===== src/rtl/match_controller_if.sv =====
// Pong match-flow bus: player/frame events into the controller, ball gating and HUD state out.
interface match_controller_if;
   logic       timing_tick;
   logic       start;
   logic       pause;
   logic       point_p1;
   logic       point_p2;
   logic       ball_en;
   logic       ball_rst;
   logic       serve_dir;
   logic [3:0] player1_score;
   logic [3:0] player2_score;
   logic       game_over;
   logic       winner;
   logic [2:0] state_o;

   modport master (
      output timing_tick, start, pause, point_p1, point_p2,
      input  ball_en, ball_rst, serve_dir, player1_score, player2_score,
             game_over, winner, state_o
   );

   modport slave (
      input  timing_tick, start, pause, point_p1, point_p2,
      output ball_en, ball_rst, serve_dir, player1_score, player2_score,
             game_over, winner, state_o
   );
endinterface


===== src/rtl/match_controller.sv =====
// Pong game-flow FSM: idle -> serve countdown -> rally -> point -> game over.
// Owns the scores and gates the ball datapath; every output is registered.
module match_controller #(
   parameter int WIN_SCORE         = 9,
   parameter int SERVE_DELAY_TICKS = 60
) (
   input  logic               clk,
   input  logic               rst,
   match_controller_if.slave  bus
);
   typedef enum logic [2:0] {
      S_IDLE  = 3'd0,
      S_SERVE = 3'd1,
      S_PLAY  = 3'd2,
      S_POINT = 3'd3,
      S_OVER  = 3'd4
   } state_t;

   localparam logic [3:0] WIN   = 4'(WIN_SCORE);
   localparam logic [7:0] DELAY = 8'(SERVE_DELAY_TICKS);

   state_t     state, state_n;
   logic [3:0] p1, p1_n, p2, p2_n;
   logic [7:0] cnt, cnt_n;
   logic       dir, dir_n, go, go_n, win, win_n;
   logic       start_q, ball_en, ball_rst;
   logic       start_rise;

   assign start_rise = bus.start & ~start_q;

   always_comb begin
      state_n = state;
      p1_n    = p1;
      p2_n    = p2;
      cnt_n   = cnt;
      dir_n   = dir;
      go_n    = go;
      win_n   = win;
      case (state)
         S_IDLE, S_OVER: begin
            if (start_rise) begin
               p1_n    = '0;
               p2_n    = '0;
               dir_n   = 1'b0;
               go_n    = 1'b0;
               win_n   = 1'b0;
               cnt_n   = DELAY;
               state_n = S_SERVE;
            end
         end
         S_SERVE: begin
            if (bus.timing_tick && !bus.pause) begin
               if (cnt == 8'd1) state_n = S_PLAY;
               else             cnt_n   = cnt - 8'd1;
            end
         end
         S_PLAY: begin
            // a simultaneous double point replays the rally untouched
            if (bus.point_p1 && !bus.point_p2) begin
               p1_n  = p1 + 4'd1;
               dir_n = 1'b1;
            end else if (bus.point_p2 && !bus.point_p1) begin
               p2_n  = p2 + 4'd1;
               dir_n = 1'b0;
            end
            if (bus.point_p1 || bus.point_p2) state_n = S_POINT;
         end
         S_POINT: begin
            if (p1 == WIN || p2 == WIN) begin
               go_n    = 1'b1;
               win_n   = (p2 == WIN);
               state_n = S_OVER;
            end else begin
               cnt_n   = DELAY;
               state_n = S_SERVE;
            end
         end
         default: state_n = S_IDLE;
      endcase
   end

   always_ff @(posedge clk or negedge rst) begin
      if (!rst) begin
         state    <= S_IDLE;
         p1       <= '0;
         p2       <= '0;
         cnt      <= '0;
         dir      <= 1'b0;
         go       <= 1'b0;
         win      <= 1'b0;
         start_q  <= 1'b0;
         ball_en  <= 1'b0;
         ball_rst <= 1'b1;
      end else begin
         state    <= state_n;
         p1       <= p1_n;
         p2       <= p2_n;
         cnt      <= cnt_n;
         dir      <= dir_n;
         go       <= go_n;
         win      <= win_n;
         start_q  <= bus.start;
         // ball gating follows the state being entered so it lines up with state_o
         ball_en  <= (state_n == S_PLAY) & ~bus.pause;
         ball_rst <= (state_n != S_PLAY);
      end
   end

   assign bus.ball_en       = ball_en;
   assign bus.ball_rst      = ball_rst;
   assign bus.serve_dir     = dir;
   assign bus.player1_score = p1;
   assign bus.player2_score = p2;
   assign bus.game_over     = go;
   assign bus.winner        = win;
   assign bus.state_o       = state;
endmodule

===== src/flat_wrapper.sv =====
// flat-port wrapper written by rule: the top's interface ports become plain ports
module match_controller_flat 
#(
   parameter int WIN_SCORE         = 9,
   parameter int SERVE_DELAY_TICKS = 60
)
  (clk, rst, bus_timing_tick, bus_start, bus_pause, bus_point_p1, bus_point_p2, bus_ball_en, bus_ball_rst, bus_serve_dir, bus_player1_score, bus_player2_score, bus_game_over, bus_winner, bus_state_o);
  match_controller_if bus_i ();
  input  logic clk;
  input  logic rst;
  input wire logic [$bits(bus_i.timing_tick)-1:0] bus_timing_tick;
  input wire logic [$bits(bus_i.start)-1:0] bus_start;
  input wire logic [$bits(bus_i.pause)-1:0] bus_pause;
  input wire logic [$bits(bus_i.point_p1)-1:0] bus_point_p1;
  input wire logic [$bits(bus_i.point_p2)-1:0] bus_point_p2;
  output wire logic [$bits(bus_i.ball_en)-1:0] bus_ball_en;
  output wire logic [$bits(bus_i.ball_rst)-1:0] bus_ball_rst;
  output wire logic [$bits(bus_i.serve_dir)-1:0] bus_serve_dir;
  output wire logic [$bits(bus_i.player1_score)-1:0] bus_player1_score;
  output wire logic [$bits(bus_i.player2_score)-1:0] bus_player2_score;
  output wire logic [$bits(bus_i.game_over)-1:0] bus_game_over;
  output wire logic [$bits(bus_i.winner)-1:0] bus_winner;
  output wire logic [$bits(bus_i.state_o)-1:0] bus_state_o;
  assign bus_i.timing_tick = bus_timing_tick;
  assign bus_i.start = bus_start;
  assign bus_i.pause = bus_pause;
  assign bus_i.point_p1 = bus_point_p1;
  assign bus_i.point_p2 = bus_point_p2;
  assign bus_ball_en = bus_i.ball_en;
  assign bus_ball_rst = bus_i.ball_rst;
  assign bus_serve_dir = bus_i.serve_dir;
  assign bus_player1_score = bus_i.player1_score;
  assign bus_player2_score = bus_i.player2_score;
  assign bus_game_over = bus_i.game_over;
  assign bus_winner = bus_i.winner;
  assign bus_state_o = bus_i.state_o;
  match_controller #(.WIN_SCORE(WIN_SCORE), .SERVE_DELAY_TICKS(SERVE_DELAY_TICKS)) u_core (.clk(clk), .rst(rst), .bus(bus_i));
endmodule

===== config.mk =====
export PLATFORM = sky130hd
export DESIGN_NAME = match_controller_flat
export DESIGN_NICKNAME = d
export VERILOG_FILES = /design/src/rtl/match_controller_if.sv /design/src/rtl/match_controller.sv /design/src/flat_wrapper.sv
export SDC_FILE = /design/constraint.sdc
export NUM_CORES = 1
export LEC_CHECK = 0
export CORE_ASPECT_RATIO = 0.9
export CORE_MARGIN = 2
export CORE_UTILIZATION = 50
export CTS_CLUSTER_DIAMETER = 40
export DETAILED_ROUTE_END_ITERATION = 16
export PLACE_DENSITY = 0.77
export SETUP_SLACK_MARGIN = 0.05
export SLEW_MARGIN = 20
export SYNTH_ARGS = -nofsm -noshare
export SYNTH_HDL_FRONTEND = slang
export SYNTH_SLANG_ARGS = --single-unit

===== constraint.sdc =====
create_clock -name clk -period 5 [get_ports clk]
set_input_delay 0.75 -clock clk [delete_from_list [all_inputs] [get_ports clk]]
set_output_delay 0.75 -clock clk [all_outputs]
set_load 0.05 [all_outputs]

==> results.cfg <==
[outcome]
status = finished clean

[floorplanning]
pin_count = 23
core-area_um2 = 2680
row_count = 18
dieArea_um2 = 3180
start_util_pct = 51.2
die_w_um = 59.2
dieHeight_um = 53.7

[placement]
numPortBuffers = 22
place_congestion = 0.768
dp_hpwl_mm = 1.99
placedCellCount = 184
placed_cell_area_um2 = 1600
pre_cts_slack_ns = 2.28

[timing]
hold_viol_final = 0
tightest_slew_ns = 0.810
finalClockSkew_ns = 0.00513
relSlewSlack_pct = 45.6
period_share_pct = 52.0
fmax_mhz = 384
fin_crit_ns = 2.60
setup_violations = 0
tns_ns = 0
rsz0062_at_grt = no
slew_viol_final = 0
setup_slack_ns = 2.40
whs_ns = 0.395

[finish]
final-seq-area_um2 = 627
multiInputGateArea_um2 = 692
design_area_um2 = 1620
nNetsFinal = 172
antenna_cells = 0
drive_gt1_share_pct = 8.86
fin_cells = 188
final_core_util_pct = 60.6
area.growth.synth_to_final_pct = 18.3
fillers = 222

[yosys]
ys.flop_type = dfrtp_1
synth_top_area_share_pct = 43.8
synth_compound_area_share_pct = 17.0
yosys.area_share.simple_pct = 24.7
synth_fp_nets = 148
synthAdderAreaFrac_pct = 6.20
synthMuxAreaShare_pct = 0
synth_area_per_cell_um2 = 10.2
ys_seq_area_share_pct = 45.7
netlist_area_um2 = 1370
synth_top_family_by_area = simple AND/OR/NAND/NOR gates
yosys.area.top_type = dfrtp_1
yosys.cell_types.count = 39
yosysMostFrequentCell = dfrtp_1
synthTopCellsByCount = dfrtp_1, o21ai_0, nand2_1
async_flop_share_pct = 100
synth-edff-count = 0
ys_top_cells_by_area = dfrtp_1, ha_1, o21ai_0
synth_xor_area_share_pct = 2.55
ys_ff_latch = 25
synthCells = 135
yosys_warnings = 0

[drt]
ant_nets = 0
routedWlPerCell_um = 14.1
num_vias = 1072
totalWireLength_mm = 2.66
drt_iter0_drc = 27
viasPerCell = 5.70
first_pass_iters = 4
remaining_drc_errors = 0

[power_and_ir_drop]
power_leakage_nw = 0.681
power_density_nw_per_um2 = 269
sequentialPowerShare_pct = 58.6
swShare_pct = 31.0
switchingPower_mw = 0.135
p_int_mw = 0.301
comb_power_share_pct = 21.0
pwr-share-clk_pct = 20.4
peakVddDrop_mv = 0.178
fin_total_pwr_mw = 0.437

[clocking]
cts-resized-gates = 0
cts.path.max_buffers = 2
cts_buffers = 3
clkSinkCount = 25
h-tree-depth = 1
cts.clk_slew.worst_paths_ns = 0.13
cts_tree = done
cts_root_buffer = clkbuf_4
cts_setup_buffers = 0
hold_buffers = 0
insertion_delay_ns = 0.32

[critical_path]
crit_fanout = 13
arrival_ns = 1.85
cp-end-kind = output port
r2r-end = u_core.cnt[4]
crit_buf_inv = 1
cp.required_ns = 4.25
rr_worst_depth = 5
slowest_delay_ns = 0.89
cp-startpoint = u_core.bus.state_o[1]
r2r-start = u_core.cnt[2]
critPathKind = reg -> out
cp-start-kind = register
slowest_stage = clkdlybuf4s50_1
crit_family = buffers and inverters
path_cells = clkdlybuf4s50_1
reg2reg_setup_slack_ns = 2.86

[global_routing]
grt_util_all_layers_pct = 19.1
grt_pass1_wl_mm = 4.49
grt-ovfl-total = 0
grt_max_degree = 26
antenna_found_initial = 0
grt_pass1_vias = 992

[min_path]
hold_path_class = in -> async

[job]
max-cap-violations = 0
cell families after synthesis:
logic type | count (synthesis)
AO/OA/AOI/OAI | 32
XOR/XNOR | 4
adder cells (fa/ha/maj) | 7
buffers and inverters | 10
flip-flops | 25
AND/OR/NAND/NOR | 57
sequential cells by signal (all words and copies together) (netlist names):
register	flops
u_core.bus.state_o	3
u_core.bus.serve_dir	1
u_core.bus.game_over	1
u_core.bus.player2_score	4
u_core.bus.player1_score	4
u_core.bus.winner	1
u_core.cnt	8
u_core.start_q	1
u_core.bus.ball_en	1
u_core.bus.ball_rst	1
area by class of cell:
cell class	count	area share (%)
flip-flops and latches	25	38.6
clock buffers	4	1.62
well taps	30	2.31
repair buffers	22	13.3
multi-input cells	100	42.6
inverters	7	1.62
worst max path at each step:
stage,end,slack (ns),depth (start not counted)
after floorplan,u_core.cnt[4],2.74,7
after global placement,u_core.cnt[4],2.33,6
after detailed placement,u_core.cnt[4],2.28,6
after CTS,bus_state_o[1],2.40,1
after global routing,bus_state_o[1],2.33,1
final,bus_state_o[1],2.40,1
routing by layer:
metal / up-vias / GRT usage, % / routed length (um)
li1: 532 / - / -
met1: 514 / 25.3 / 1290
met2: 24 / 31.5 / 1220
met3: 2 / 4.81 / 127
met4: 0 / 4.55 / 23
met5: - / 0 / 0
layout by cell type, fill, tap and decap left out, types with 2 or more instances in the layout:
cell type / Yosys / routed
a21oi_1: 6 / 6
and3_1: 2 / 2
clkbuf_4: 0 / 3
clkdlybuf4s50_1: 0 / 21
dfrtp_1: 24 / 24
ha_1: 6 / 6
inv_1: 7 / 7
nand2_1: 10 / 10
nand2b_1: 3 / 3
nand3_1: 9 / 9
nand3b_1: 3 / 3
nand4_1: 2 / 2
nor2_1: 7 / 7
nor3b_1: 3 / 3
nor4_1: 2 / 2
o21ai_0: 15 / 15
o21bai_1: 2 / 2
or2_2: 2 / 2
or3_1: 7 / 7
xor2_1: 3 / 3
power groups by stage:
stage	clock (mW)	combinational [mW]	sequential, mW
after floorplan	0	0.0656	0.256
after global placement	0	0.0896	0.257
after detailed placement	0	0.0945	0.259
after CTS	0.0931	0.0941	0.256
after global routing	0.101	0.107	0.261
final	0.0892	0.0918	0.256
No activity file was read; power rests on OpenSTA's default activity.
